**src/rtl/twos_comp_serial_ctrl_if.sv**
```systemverilog
// rtl/twos_comp_serial_ctrl_if.sv - parallel word in/out handshake bundle for the serial complementer sequencer
interface twos_comp_serial_ctrl_if #(
    parameter int WIDTH = 8
);
    logic             in_valid;
    logic             in_ready;
    logic [WIDTH-1:0] in_data;
    logic             out_valid;
    logic             out_ready;
    logic [WIDTH-1:0] out_data;
    logic             out_ovf;

    modport master (
        output in_valid, in_data, out_ready,
        input  in_ready, out_valid, out_data, out_ovf
    );

    modport slave (
        input  in_valid, in_data, out_ready,
        output in_ready, out_valid, out_data, out_ovf
    );
endinterface

```
**src/rtl/twos_comp_serial_ctrl.sv**
```systemverilog
// rtl/twos_comp_serial_ctrl.sv - sequencer feeding a word LSB-first through a serial two's-complement unit
module twos_comp_serial_ctrl #(
    parameter int WIDTH = 8,
    parameter int LAT   = 0
) (
    input  logic                    t_clk,
    input  logic                    r_n,
    twos_comp_serial_ctrl_if.slave  bus,
    output logic                    busy,
    output logic                    ser_i,
    output logic                    ser_r,
    input  logic                    ser_y
);
    localparam int CNT_W = (WIDTH + LAT > 1) ? $clog2(WIDTH + LAT) : 1;
    localparam logic [CNT_W-1:0] CNT_LAST = CNT_W'(WIDTH + LAT - 1);
    localparam logic [WIDTH-1:0] MOST_NEG = {1'b1, {(WIDTH-1){1'b0}}};

    localparam logic [1:0] S_IDLE  = 2'd0;
    localparam logic [1:0] S_SHIFT = 2'd1;
    localparam logic [1:0] S_DONE  = 2'd2;

    logic [1:0]       state_q, state_d;
    logic [CNT_W-1:0] cnt_q, cnt_d;
    logic [WIDTH-1:0] word_q, word_d;
    logic [WIDTH-1:0] res_q, res_d;
    logic             ovf_q, ovf_d;
    logic             sample_en;

    // The first LAT shift cycles only prime the unit's pipeline; nothing valid comes back yet.
    generate
        if (LAT == 0) begin : g_no_lat
            assign sample_en = 1'b1;
        end else begin : g_lat
            assign sample_en = ({1'b0, cnt_q} >= (CNT_W+1)'(LAT));
        end
    endgenerate

    always_comb begin
        state_d = state_q;
        cnt_d   = cnt_q;
        word_d  = word_q;
        res_d   = res_q;
        ovf_d   = ovf_q;
        case (state_q)
            S_IDLE: begin
                if (bus.in_valid) begin
                    word_d  = bus.in_data;
                    ovf_d   = (bus.in_data == MOST_NEG);
                    cnt_d   = '0;
                    state_d = S_SHIFT;
                end
            end
            S_SHIFT: begin
                // Word drains LSB-first; zeros follow once it is empty, covering the latency tail.
                word_d = word_q >> 1;
                if (sample_en) begin
                    res_d = {ser_y, res_q[WIDTH-1:1]};
                end
                if (cnt_q == CNT_LAST) begin
                    state_d = S_DONE;
                end else begin
                    cnt_d = cnt_q + CNT_W'(1);
                end
            end
            S_DONE: begin
                if (bus.out_ready) begin
                    state_d = S_IDLE;
                end
            end
            default: state_d = S_IDLE;
        endcase
    end

    always_ff @(posedge t_clk or negedge r_n) begin
        if (!r_n) begin
            state_q <= S_IDLE;
            cnt_q   <= '0;
            word_q  <= '0;
            res_q   <= '0;
            ovf_q   <= 1'b0;
        end else begin
            state_q <= state_d;
            cnt_q   <= cnt_d;
            word_q  <= word_d;
            res_q   <= res_d;
            ovf_q   <= ovf_d;
        end
    end

    assign bus.in_ready  = (state_q == S_IDLE);
    assign bus.out_valid = (state_q == S_DONE);
    assign bus.out_data  = res_q;
    assign bus.out_ovf   = ovf_q;
    assign busy          = (state_q != S_IDLE);
    assign ser_i         = (state_q == S_SHIFT) & word_q[0];
    // Unit is held cleared whenever it is not shifting, plus the first bit of each word.
    assign ser_r         = (state_q != S_SHIFT) | (cnt_q == '0);
endmodule
```
**src/flat_wrapper.sv**
```systemverilog
// flat-port wrapper written by rule: the top's interface ports become plain ports
module twos_comp_serial_ctrl_flat 
#(
    parameter int WIDTH = 8,
    parameter int LAT   = 0
)
  (t_clk, r_n, busy, ser_i, ser_r, ser_y, bus_in_valid, bus_in_data, bus_out_ready, bus_in_ready, bus_out_valid, bus_out_data, bus_out_ovf);
  twos_comp_serial_ctrl_if #(.WIDTH(WIDTH)) bus_i ();
  input  logic t_clk;
  input  logic r_n;
  output logic busy;
  output logic ser_i;
  output logic ser_r;
  input  logic ser_y;
  input wire logic [$bits(bus_i.in_valid)-1:0] bus_in_valid;
  input wire logic [$bits(bus_i.in_data)-1:0] bus_in_data;
  input wire logic [$bits(bus_i.out_ready)-1:0] bus_out_ready;
  output wire logic [$bits(bus_i.in_ready)-1:0] bus_in_ready;
  output wire logic [$bits(bus_i.out_valid)-1:0] bus_out_valid;
  output wire logic [$bits(bus_i.out_data)-1:0] bus_out_data;
  output wire logic [$bits(bus_i.out_ovf)-1:0] bus_out_ovf;
  assign bus_i.in_valid = bus_in_valid;
  assign bus_i.in_data = bus_in_data;
  assign bus_i.out_ready = bus_out_ready;
  assign bus_in_ready = bus_i.in_ready;
  assign bus_out_valid = bus_i.out_valid;
  assign bus_out_data = bus_i.out_data;
  assign bus_out_ovf = bus_i.out_ovf;
  twos_comp_serial_ctrl #(.WIDTH(WIDTH), .LAT(LAT)) u_core (.t_clk(t_clk), .r_n(r_n), .bus(bus_i), .busy(busy), .ser_i(ser_i), .ser_r(ser_r), .ser_y(ser_y));
endmodule
```
**config.mk**
```make
export PLATFORM = sky130hd
export DESIGN_NAME = twos_comp_serial_ctrl_flat
export DESIGN_NICKNAME = d
export VERILOG_FILES = /design/src/rtl/twos_comp_serial_ctrl_if.sv /design/src/rtl/twos_comp_serial_ctrl.sv /design/src/flat_wrapper.sv
export SDC_FILE = /design/constraint.sdc
export NUM_CORES = 1
export LEC_CHECK = 0
export CAP_MARGIN = 10
export CELL_PAD_IN_SITES_DETAIL_PLACEMENT = 2
export CELL_PAD_IN_SITES_GLOBAL_PLACEMENT = 2
export CORE_ASPECT_RATIO = 2
export CORE_MARGIN = 10
export CORE_UTILIZATION = 26
export DETAILED_ROUTE_END_ITERATION = 10
export PLACE_DENSITY_LB_ADDON = 0.05
export SETUP_SLACK_MARGIN = 0.5
export SYNTH_ARGS = -nofsm -noshare
export SYNTH_HDL_FRONTEND = slang
export SYNTH_SLANG_ARGS = --single-unit
```
**constraint.sdc**
```tcl
create_clock -name t_clk -period 1.4 [get_ports t_clk]
set_input_delay 0.35 -clock t_clk [delete_from_list [all_inputs] [get_ports t_clk]]
set_output_delay 0.35 -clock t_clk [all_outputs]
set_load 0.01 [all_outputs]
```
Yosys cells after proc, flatten, opt, wreduce, memory -nomap -nowiden
Cells that the tools add are included.
{"block": "op_classes", "n_addsub": 1, "multipliers": 0, "n_div": 0, "n_lt_le_gt_ge": 0, "n_eq_ne": 9, "n_shift": 0, "n_mux": 9, "n_bitwise": 2, "n_reduce_logical": 8}
{"cell": "$pmux 8 s2", "n": 1}
{"cell": "$eq 8x8->1 const B", "n": 1}
{"cell": "$mux 8", "n": 1}
{"cell": "$mux 2", "n": 3}
{"cell": "$mux 3", "n": 2}
{"cell": "$ne 2x2->1 const B", "n": 3}
{"cell": "$pmux 2 s3", "n": 1}
{"cell": "$pmux 3 s2", "n": 1}
{"cell": "$reduce_and 3->1", "n": 2}
{"cell": "$ne 2x1->1 const B", "n": 2}
{"cell": "$reduce_and 2->1", "n": 2}
{"cell": "$reduce_bool 2->1", "n": 2}
{"cell": "$add 3x1->3 const B", "n": 1}
{"cell": "$eq 3x3->1 const B", "n": 1}
{"cell": "$logic_not 3->1", "n": 1}
{"cell": "$eq 2x1->1 const B", "n": 1}
{"cell": "$eq 2x2->1 const B", "n": 1}
{"cell": "$logic_not 2->1", "n": 1}
{"cell": "$and 1x1->1", "n": 1}
{"cell": "$or 1x1->1", "n": 1}
{"block": "totals", "reg_bits": 22, "latchBits": 0, "ramBits": 0, "rom_bits": 0, "out_inout_bits": 14, "word_cells": 34, "memories": 0}

Depth between registers and ports, before layout
Gate-level depths: netlist of run 1.
{"block": "depth", "word_depth": 3, "depth_mapped": 5}

Worst setup path after synthesis of run 1
OpenSTA, ideal clock, no wires.
{"block": "synth_path", "path_type": "reg-to-reg", "start": "register u_core.cnt_q[0]", "end": "register u_core.cnt_q[0]", "arrival_ns": 1.324, "slack_ns": -0.049, "path_stages_with_launch": 5, "n_path_buf": 0, "period_less_slack_ns": 1.449, "path_cell_list": "dfrtp_1 > ha_1 > ha_1 > a21oi_2 > mux2_4"}
{"block": "synth_via", "elab_chain_cells": 3}
{"item": "start, declared", "line": "twos_comp_serial_ctrl.sv:23", "text": "logic [CNT_W-1:0] cnt_q, cnt_d;"}
{"item": "start signal, assigned", "line": "twos_comp_serial_ctrl.sv:83", "text": "cnt_q <= cnt_d;"}
{"item": "$add 3x1->3 or $eq 3x3->1 (tied branches)", "line": "twos_comp_serial_ctrl.sv:62, twos_comp_serial_ctrl.sv:59"}
{"item": "$mux 3 or $ne 2x2->1 (tied branches)"}
{"item": "$pmux 3 s2 or $reduce_and 3->1 (tied branches)"}
Several ways; a longest one is shown, not always the timed one. The select of a mux whose other input is x is not followed.
A chain may end at the register's enable or synchronous reset.

Worst setup path after layout of run 1
{"block": "layout_path", "start": "register u_core.state_q[0]", "end": "output port ser_i"}
{"block": "layout_via", "elab_chain_cells": 2}
{"item": "start, declared", "line": "twos_comp_serial_ctrl.sv:22", "text": "logic [1:0] state_q, state_d;"}
{"item": "start signal, assigned", "line": "twos_comp_serial_ctrl.sv:82", "text": "state_q <= state_d;"}
{"item": "$eq 2x1->1", "line": "twos_comp_serial_ctrl.sv:95", "text": "assign ser_i = (state_q == S_SHIFT) & word_q[0];"}
{"item": "$and 1x1->1", "line": "twos_comp_serial_ctrl.sv:95"}
{"item": "end, declared", "line": "flat_wrapper.sv:12", "text": "output logic ser_i;"}
No other way between the ends.

==> results.cfg, run 1 <==
[clock_network]
htreeDepth = 1
clk_latency_ns = 0.27
cts_buffers = 3
clock-sinks = 22
clock_tree.root_cell = clkbuf_8
cts_tree = built
path_clk_slew_ns = 0.08
clockBufferDepth = 2

[routing]
vias = 1007
ant_nets = 0
drc = 0
drt-total-wl_mm = 3.59
viasPerCell = 4.60
dr.pass1.iters = 3
drt_iter0_drc = 4
wire_per_inst_um = 16.4

[logic_synthesis]
synth_most_common_cell = nand2_1
synth.cell_area_mm2 = 0.00102
synth_top_area_share_pct = 53.8
seq_area_frac_synth_pct = 53.8
synth_async_sr_flop_share_pct = 100
synth.top_cells.by_count = nand2_1 (34), dfrtp_1 (22), o21ai_0 (8)
synth_warnings = 0
syn-num-nets = 118
synth_seq_cells = 22
synth_edf_count = 0
synth_flop_cell = dfrtp_1
syn_area_per_cell_um2 = 10.0
syn_inst = 102
synth_top_area_cell = dfrtp_1
ys_types = 24
synth_area_leaders = dfrtp_1 (54%), nand2_1 (12%), a22oi_1 (5.1%)

[global_routing]
grt_pass1_vias = 1133
antenna_found_initial = 0
grt_pass1_wl_mm = 5.77
grt_overflow = 0
grt_use_total_pct = 10.3
grt_max_degree = 23

[timing]
skew_ns = 0.00372
whs_ns = 0.434
rsz0062_at_grt = true
post-route-period-util_pct = 112
max_slew_margin_pct = 78.0
setup_viol = 8
max_freq_mhz = 640
timing.final.ws_setup_ns = -0.162
finalHoldViolations = 0
report.final.slew_viol_count = 0
post-route-min-period_ns = 1.56
tightest_slew_ns = 0.326

[hold_path]
hp-class = in2async

[critical_path]
critical_path_arrival_ns = 1.21
cpPeakStageDelay_ns = 0.41
reg2reg_depth = 6
cp_max_fo = 4
critPathSlowestCell = dfrtp_2
cp-end-kind = output pin
crit_family = flip-flops
start_kind = register
crit_cells = 4
worstSetupStartpoint = u_core.state_q[0]$_DFFE_PN0P_
r2r_slack_ns = -0.07
crit_top_cell = buf_6
rr_startpoint = u_core.cnt_q[0]$_DFFE_PN0P_
worstPathCellList = buf_6, and2b_1, and2_4, buf_6
cp.required_ns = 1.05
cp_num_buf_inv = 2
path_class = reg2out

[power]
clkPwrFrac_pct = 16.6
sw_frac_of_total_pct = 34.9
p_int_mw = 2.38
p_total_mw = 3.66
pwr-share-seq_pct = 28.9
switchingPower_mw = 1.28
power_density_mw_per_mm2 = 2040
ir_worst_vdd_mv = 1.21
pwr-share-comb_pct = 54.5
p_leak_nw = 0.879

[floorplanning]
num_rows = 32
core-area_mm2 = 0.00384
fp.dieArea_mm2 = 0.00700
die_x_um = 64.4
die_y_um = 109
start_util_pct = 26.6
num_io_pins = 27

[cells_and_area]
antenna_cells = 0
multi_input_area_um2 = 526
area_delta_synth_final_pct = 75.8
nFillCells = 440
layout-drive-gt1-share_pct = 50.0
fin_cells = 219
fin_nets = 185
seq_area_um2 = 553
finalInstanceArea_mm2 = 0.00180

[outcome]
violations = setup timing
status = complete, but fails checks

[run]
max-cap-violations = 0

[placement]
io_buffers = 26
dpl.hpwl_mm = 2.50
numPlacedInstances = 197
gp_congestion = 0.668
place_area_mm2 = 0.00153
## registers in the layout (all words and copies together) (netlist names)
register             cells
u_core.bus.out_ovf       1
u_core.word_q            8
u_core.state_q           2
u_core.cnt_q             3
u_core.bus.out_data      8
## layout by cell type, fill, tap and decap left out, drive strengths merged
cell type and count:
a21boi 1, a21o 1, a21oi 1, a22oi 7, a32o 1, a41o 1, and2 1, and2b 3
buf 55, bufinv 1, clkbuf 3, clkdlybuf4s50 12, dfrtp 22, ha 3, inv 4, mux2 1
mux2i 2, nand2 34, nand2b 2, nor2 2, nor4 1, nor4b 1, o21ai 8, o21bai 1
## timing repair
item,CTS,global route
setup buffers,13,5
endpoints found under the setup margin,36,36
endpoints found under the hold margin,0,0
gates resized for setup,80,9
hold buffers,0,0
pin swaps,11,10
## per-layer routing
| metal | up-vias | GRT usage [%] | wire length [µm] |
|---|---|---|---|
| met5 | - | 0 | 0 |
| met1 | 509 | 9.62 | 1300 |
| met3 | 4 | 2.26 | 153 |
| li1 | 473 | - | - |
| met2 | 21 | 20.2 | 2080 |
| met4 | 0 | 4.62 | 59 |
## worst paths after layout
check,endpoint
max reg2reg,u_core.cnt_q[2]$_DFFE_PN0P_
max in group asynchronous,u_core.state_q[0]$_DFFE_PN0P_
max,ser_i
min,u_core.cnt_q[2]$_DFFE_PN0P_
min in group t_clk,u_core.word_q[6]$_DFFE_PN0P_
min reg2reg,u_core.word_q[6]$_DFFE_PN0P_
## cell type report
cell class | count | area share, %
timing repair buffer | 67 | 31.7
sequential | 22 | 30.7
multi-input combinational | 71 | 29.2
tap | 51 | 3.55
clock buffer | 3 | 2.29
clock inverter | 1 | 1.67
inverter | 4 | 0.834
## power groups by stage
stage                     clock network (mW)  logic (mW)  registers (mW)
final                                  0.607        2.00            1.06
after detailed placement                   0        1.57            1.08
after CTS                              0.624        1.86            1.05
after global routing                   0.645        2.22            1.10
after global placement                     0        1.51            1.07
after floorplan                            0       0.766            1.11
## cells by family after synthesis
family	after synthesis	synth area share, %
flip-flops	22	53.8
adder cells (fa/ha/maj)	3	3.67
AO/OA/AOI/OAI	21	15.2
buffers and inverters	9	4.77
AND/OR/NAND/NOR	44	19.2
multiplexers	3	3.42
## stage by stage
step	setup TNS, ns	utilization [%]	worst slack [ns]
after CTS	-0.874	45.0	-0.173
final	-0.791	46.8	-0.162
after global routing	-1.28	46.8	-0.207
after detailed placement	-2.92	39.7	-0.230
after floorplan	0	-	0.0274
after global placement	-2.38	39.7	-0.215
No activity file was read; power rests on OpenSTA's default activity.
==> inputs of run 2 (changes only) <==
--- a/config.mk
+++ b/config.mk
@@ -12,6 +12,7 @@
 export CORE_MARGIN = 10
 export CORE_UTILIZATION = 26
 export DETAILED_ROUTE_END_ITERATION = 10
+export GPL_ROUTABILITY_DRIVEN = 0
 export PLACE_DENSITY_LB_ADDON = 0.05
 export SETUP_SLACK_MARGIN = 0.5
 export SYNTH_ARGS = -nofsm -noshare
==> constraint.sdc (replaced) <==
create_clock -name t_clk -period 1.25 [get_ports t_clk]
set_input_delay 0.3125 -clock t_clk [delete_from_list [all_inputs] [get_ports t_clk]]
set_output_delay 0.3125 -clock t_clk [all_outputs]
set_load 0.01 [all_outputs]
==> results.cfg, run 2 (same netlist as run 1, synthesis figures left out) <==
[outcome]
status = complete, but fails checks
violations = setup timing

[cells_and_area]
layout_common_cells = buf_4 (28), dfrtp_1 (21), buf_6 (20), nand2_1 (14), nand2_4 (13)
layout-drive-gt1-share_pct = 66.1
final_common_cell = buf_4
area_delta_synth_final_pct = 100
final_core_util_pct = 53.3
finalInstanceArea_mm2 = 0.00205
fin_nets = 191
antenna_cells = 0
fin_cells = 225

[routing]
drt_iter0_drc = 14
ant_nets = 0
drt-total-wl_mm = 4.50
vias = 1041
drc = 0
viasPerCell = 4.63
wire_per_inst_um = 20.0
dr.pass1.iters = 3

[critical_path]
path_class = reg2out
r2r_end = u_core.word_q[7]$_DFFE_PN0P_
rr_startpoint = u_core.state_q[1]$_DFFE_PN0P_
reg2reg_depth = 6
start_kind = register
cp.required_ns = 0.94
cp_max_fo = 4
critical_path_arrival_ns = 1.22
r2r_slack_ns = -0.23
cp-end-kind = output pin

[placement]
numPlacedInstances = 202
post-place-ws_ns = -0.374
place_area_mm2 = 0.00156
dpl.hpwl_mm = 2.64
io_buffers = 26

[clock_network]
cts_buffers = 3
htreeDepth = 1
cts_tree = built
clockBufferDepth = 2
clk_latency_ns = 0.27
path_clk_slew_ns = 0.08
clock-sinks = 22
clock_tree.root_cell = clkbuf_8

[floorplanning]
start_util_pct = 26.6
num_io_pins = 27
fp.dieArea_mm2 = 0.00700
die_y_um = 109
core-area_mm2 = 0.00384
num_rows = 32
die_x_um = 64.4

[global_routing]
grt_overflow = 0
grt_pass1_vias = 1260
grt_max_degree = 23
grt_pass1_wl_mm = 6.51
antenna_found_initial = 0
grt_use_total_pct = 12.0

[power]
power_density_mw_per_mm2 = 2300
ir_worst_vdd_mv = 1.08
p_total_mw = 4.71
p_leak_nw = 1.04

[timing]
post-route-min-period_ns = 1.53
max_freq_mhz = 652
post-route-period-util_pct = 123
max_slew_margin_pct = 74.4
rsz0062_at_grt = true
tightest_slew_ns = 0.379
report.final.slew_viol_count = 0
fin_tns_setup_ns = -3.90
skew_ns = 0.00384
whs_ns = 0.391
timing.final.ws_setup_ns = -0.283
finalHoldViolations = 0
setup_viol = 26

[hold_path]
hp-class = in2async

[run]
max-cap-violations = 0
-- run 2: report_power, final --
group | total (mW) | leakage [nW] | switching (mW) | internal [mW]
Combinational | 2.95 | 0.732 | 1.31 | 1.64
Sequential | 1.24 | 0.280 | 0.239 | 0.996
Clock | 0.526 | 0.0288 | 0.244 | 0.282
Total | 4.71 | 1.04 | 1.79 | 2.91
-- run 2: final cells by class --
cell class                 instances  area [µm²]
multi-input combinational         71         668
fill                             407        1800
clock buffer                       4        55.1
tap                               51        63.8
inverter                           4        15.0
sequential                        22         552
timing repair buffer              73         693
-- run 2: worst max-delay path: stages, from the launching register on --
cell,delay [ns]
dfrtp_1,0.44
and2b_1,0.25
and2_4,0.16
buf_6,0.10
-- run 2: how the worst max path moves through the flow --
| stage | slack [ns] | endpoint | start | depth (start not counted) |
|---|---|---|---|---|
| 6_report | -0.28 | ser_i | u_core.state_q[1]$_DFFE_PN0P_ | 3 |
| 2_1_floorplan | -0.09 | ser_i | u_core.state_q[0]$_DFFE_PN0P_ | 4 |
| 4_1_cts | -0.25 | ser_i | u_core.state_q[1]$_DFFE_PN0P_ | 3 |
| 3_5_place_dp | -0.37 | u_core.cnt_q[2]$_DFFE_PN0P_ | bus_in_valid | 5 |
| 3_3_place_gp | -0.33 | ser_i | u_core.state_q[1]$_DFFE_PN0P_ | 3 |
| 5_1_grt | -0.37 | ser_i | u_core.state_q[1]$_DFFE_PN0P_ | 3 |
-- run 2: timing repair --
| item | CTS | global route |
|---|---|---|
| hold buffers | 0 | 0 |
| setup endpoints to repair | 36 | 36 |
| pin swaps | 7 | 21 |
| resized for setup | 86 | 56 |
| buffers inserted | 11 | 7 |
| gates cloned | 1 | 0 |
-- run 2: routing by layer --
layer  GRT usage (%)  part of all wire [%]
met1            10.6                    33
met5               0                     0
met3            1.95                   2.5
met2            24.5                    63
met4            5.69                   2.2
==> inputs of run 3 (changes only) <==
--- a/config.mk
+++ b/config.mk
@@ -10,7 +10,7 @@
 export CELL_PAD_IN_SITES_GLOBAL_PLACEMENT = 2
 export CORE_ASPECT_RATIO = 2
 export CORE_MARGIN = 10
-export CORE_UTILIZATION = 26
+export CORE_UTILIZATION = 31
 export DETAILED_ROUTE_END_ITERATION = 10
 export GPL_ROUTABILITY_DRIVEN = 0
 export PLACE_DENSITY_LB_ADDON = 0.05
==> constraint.sdc (replaced) <==
create_clock -name t_clk -period 1.8 [get_ports t_clk]
set_input_delay 0.45 -clock t_clk [delete_from_list [all_inputs] [get_ports t_clk]]
set_output_delay 0.45 -clock t_clk [all_outputs]
set_load 0.01 [all_outputs]
==> results.cfg, run 3 (same netlist as run 1, synthesis figures left out) <==
[outcome]
status = completed

[global_routing]
grt_pass1_wl_mm = 5.75
grt_pass1_vias = 1172
grt_use_total_pct = 11.9
grt_overflow = 0
antenna_found_initial = 0
grt_max_degree = 23

[power]
power_density_mw_per_mm2 = 1550
switchingPower_mw = 0.951
sw_frac_of_total_pct = 37.5
p_leak_nw = 0.836
pwr-share-comb_pct = 52.7
ir_worst_vdd_mv = 0.674
pwr-share-seq_pct = 33.2
clkPwrFrac_pct = 14.1
p_int_mw = 1.58

[timing]
post-route-period-util_pct = 95.2
tightest_slew_ns = 0.314
setup_viol = 0
finalHoldViolations = 0
timing.final.ws_setup_ns = 0.0856
post-route-min-period_ns = 1.71
rsz0062_at_grt = true
max_slew_margin_pct = 78.9
max_freq_mhz = 583
fin_tns_setup_ns = 0
whs_ns = 0.516
skew_ns = 0.00382
report.final.slew_viol_count = 0

[critical_path]
cp_max_fo = 4
r2r_end = u_core.cnt_q[0]$_DFFE_PN0P_
critical_path_arrival_ns = 1.26
critPathSlowestCell = dfrtp_1
crit_top_cell = buf_6
cp_num_buf_inv = 3
cp-end-kind = output pin
r2r_slack_ns = 0.17
reg2reg_depth = 7
cp.required_ns = 1.35
rr_startpoint = u_core.state_q[1]$_DFFE_PN0P_
start_kind = register
cpPeakStageDelay_ns = 0.41
worstPathCellList = buf_6, buf_12, and2b_2, buf_6
path_class = reg2out
crit_family = flip-flops

[clock_network]
clk_latency_ns = 0.26
htreeDepth = 1
clock_tree.root_cell = clkbuf_8
cts_tree = built
path_clk_slew_ns = 0.08
clock-sinks = 22
clockBufferDepth = 2
cts_buffers = 3

[routing]
vias = 950
wire_per_inst_um = 18.8
drc = 0
viasPerCell = 5.22
ant_nets = 0
dr.pass1.iters = 4
drt-total-wl_mm = 3.42
drt_iter0_drc = 12

[floorplanning]
core-area_mm2 = 0.00319
num_io_pins = 27
die_y_um = 101
start_util_pct = 32.1
die_x_um = 60.6
num_rows = 29
fp.dieArea_mm2 = 0.00614

[hold_path]
hold_path_startpoint = u_core.word_q[0]$_DFFE_PN0P_
hold_path_end = u_core.word_q[0]$_DFFE_PN0P_
whs_path_depth = 2
hp-class = reg2reg

[cells_and_area]
antenna_cells = 0
layout-drive-gt1-share_pct = 47.0
area_delta_synth_final_pct = 59.4
fin_nets = 168
final_common_cell = nand2_1
nFillCells = 350
layout_common_cells = nand2_1 (27), dfrtp_1 (21), buf_4 (17), buf_2 (12), clkdlybuf4s50_1 (11)

[run]
max-cap-violations = 0

[placement]
post-place-ws_ns = 0.0493
dpl.hpwl_mm = 2.40
io_buffers = 26
## run 3: worst reg2reg max path, delay by kind of cell (launching register included)
kind	cells	cell delay [ns]
AOI/OAI and AO/OA	2	0.34
muxes	1	0.31
buffers and inverters	4	0.47
DFF	1	0.41
## run 3: timing repair
action,CTS,global route
endpoints found under the setup margin,25,18
cloned,0,0
buffers inserted,15,1
endpoints found under the hold margin,0,0
pin swaps,1,6
gates resized for setup,79,23
hold buffers,0,0
## run 3: worst max path at each step
stage / startpoint / to / slack [ns] / cells after the start
after CTS: u_core.state_q[1]$_DFFE_PN0P_ / ser_i / 0.11 / 4
after global placement: u_core.state_q[1]$_DFFE_PN0P_ / ser_i / 0.05 / 3
after detailed placement: u_core.state_q[1]$_DFFE_PN0P_ / ser_i / 0.05 / 3
after global routing: u_core.state_q[1]$_DFFE_PN0P_ / bus_out_valid / 0.05 / 4
final: u_core.state_q[1]$_DFFE_PN0P_ / bus_out_valid / 0.09 / 4
after floorplan: u_core.state_q[0]$_DFFE_PN0P_ / ser_i / 0.34 / 4
## run 3: cell type report
type	instances	area (µm²)	area share (%)
multi-input combinational	71	539	33.1
tap	31	38.8	2.38
clock buffer	4	55.1	3.37
sequential	22	552	33.8
timing repair buffer	50	432	26.5
inverter	4	15.0	0.920
## run 3: power by group through the flow
stage	registers [mW]	clock network (mW)	logic, mW
finish	0.841	0.357	1.34
detailed placement	0.852	0	1.06
floorplan	0.853	0	0.529
CTS	0.828	0.370	1.25
global route	0.873	0.387	1.49
global placement	0.842	0	1.03
## run 3: through the flow
stage | total power [mW] | area, µm² | utilization, % | instances
2_1_floorplan | 1.38 | 1030 | - | 102
3_3_place_gp | 1.87 | 1370 | 42.8 | 162
3_5_place_dp | 1.91 | 1370 | 42.8 | 162
4_1_cts | 2.45 | 1550 | 48.5 | 181
5_1_grt | 2.75 | 1630 | 51.1 | 182
6_report | 2.53 | 1630 | 51.1 | 182
## run 3: routing by layer
metal | GRT usage [%] | share of wire (%) | vias to the layer above
met4 | 4.58 | 1.8 | 0
met2 | 22.4 | 59 | 26
met5 | 0 | 0 | -
li1 | - | - | 441
met1 | 11.7 | 34 | 476
met3 | 2.51 | 5.2 | 7
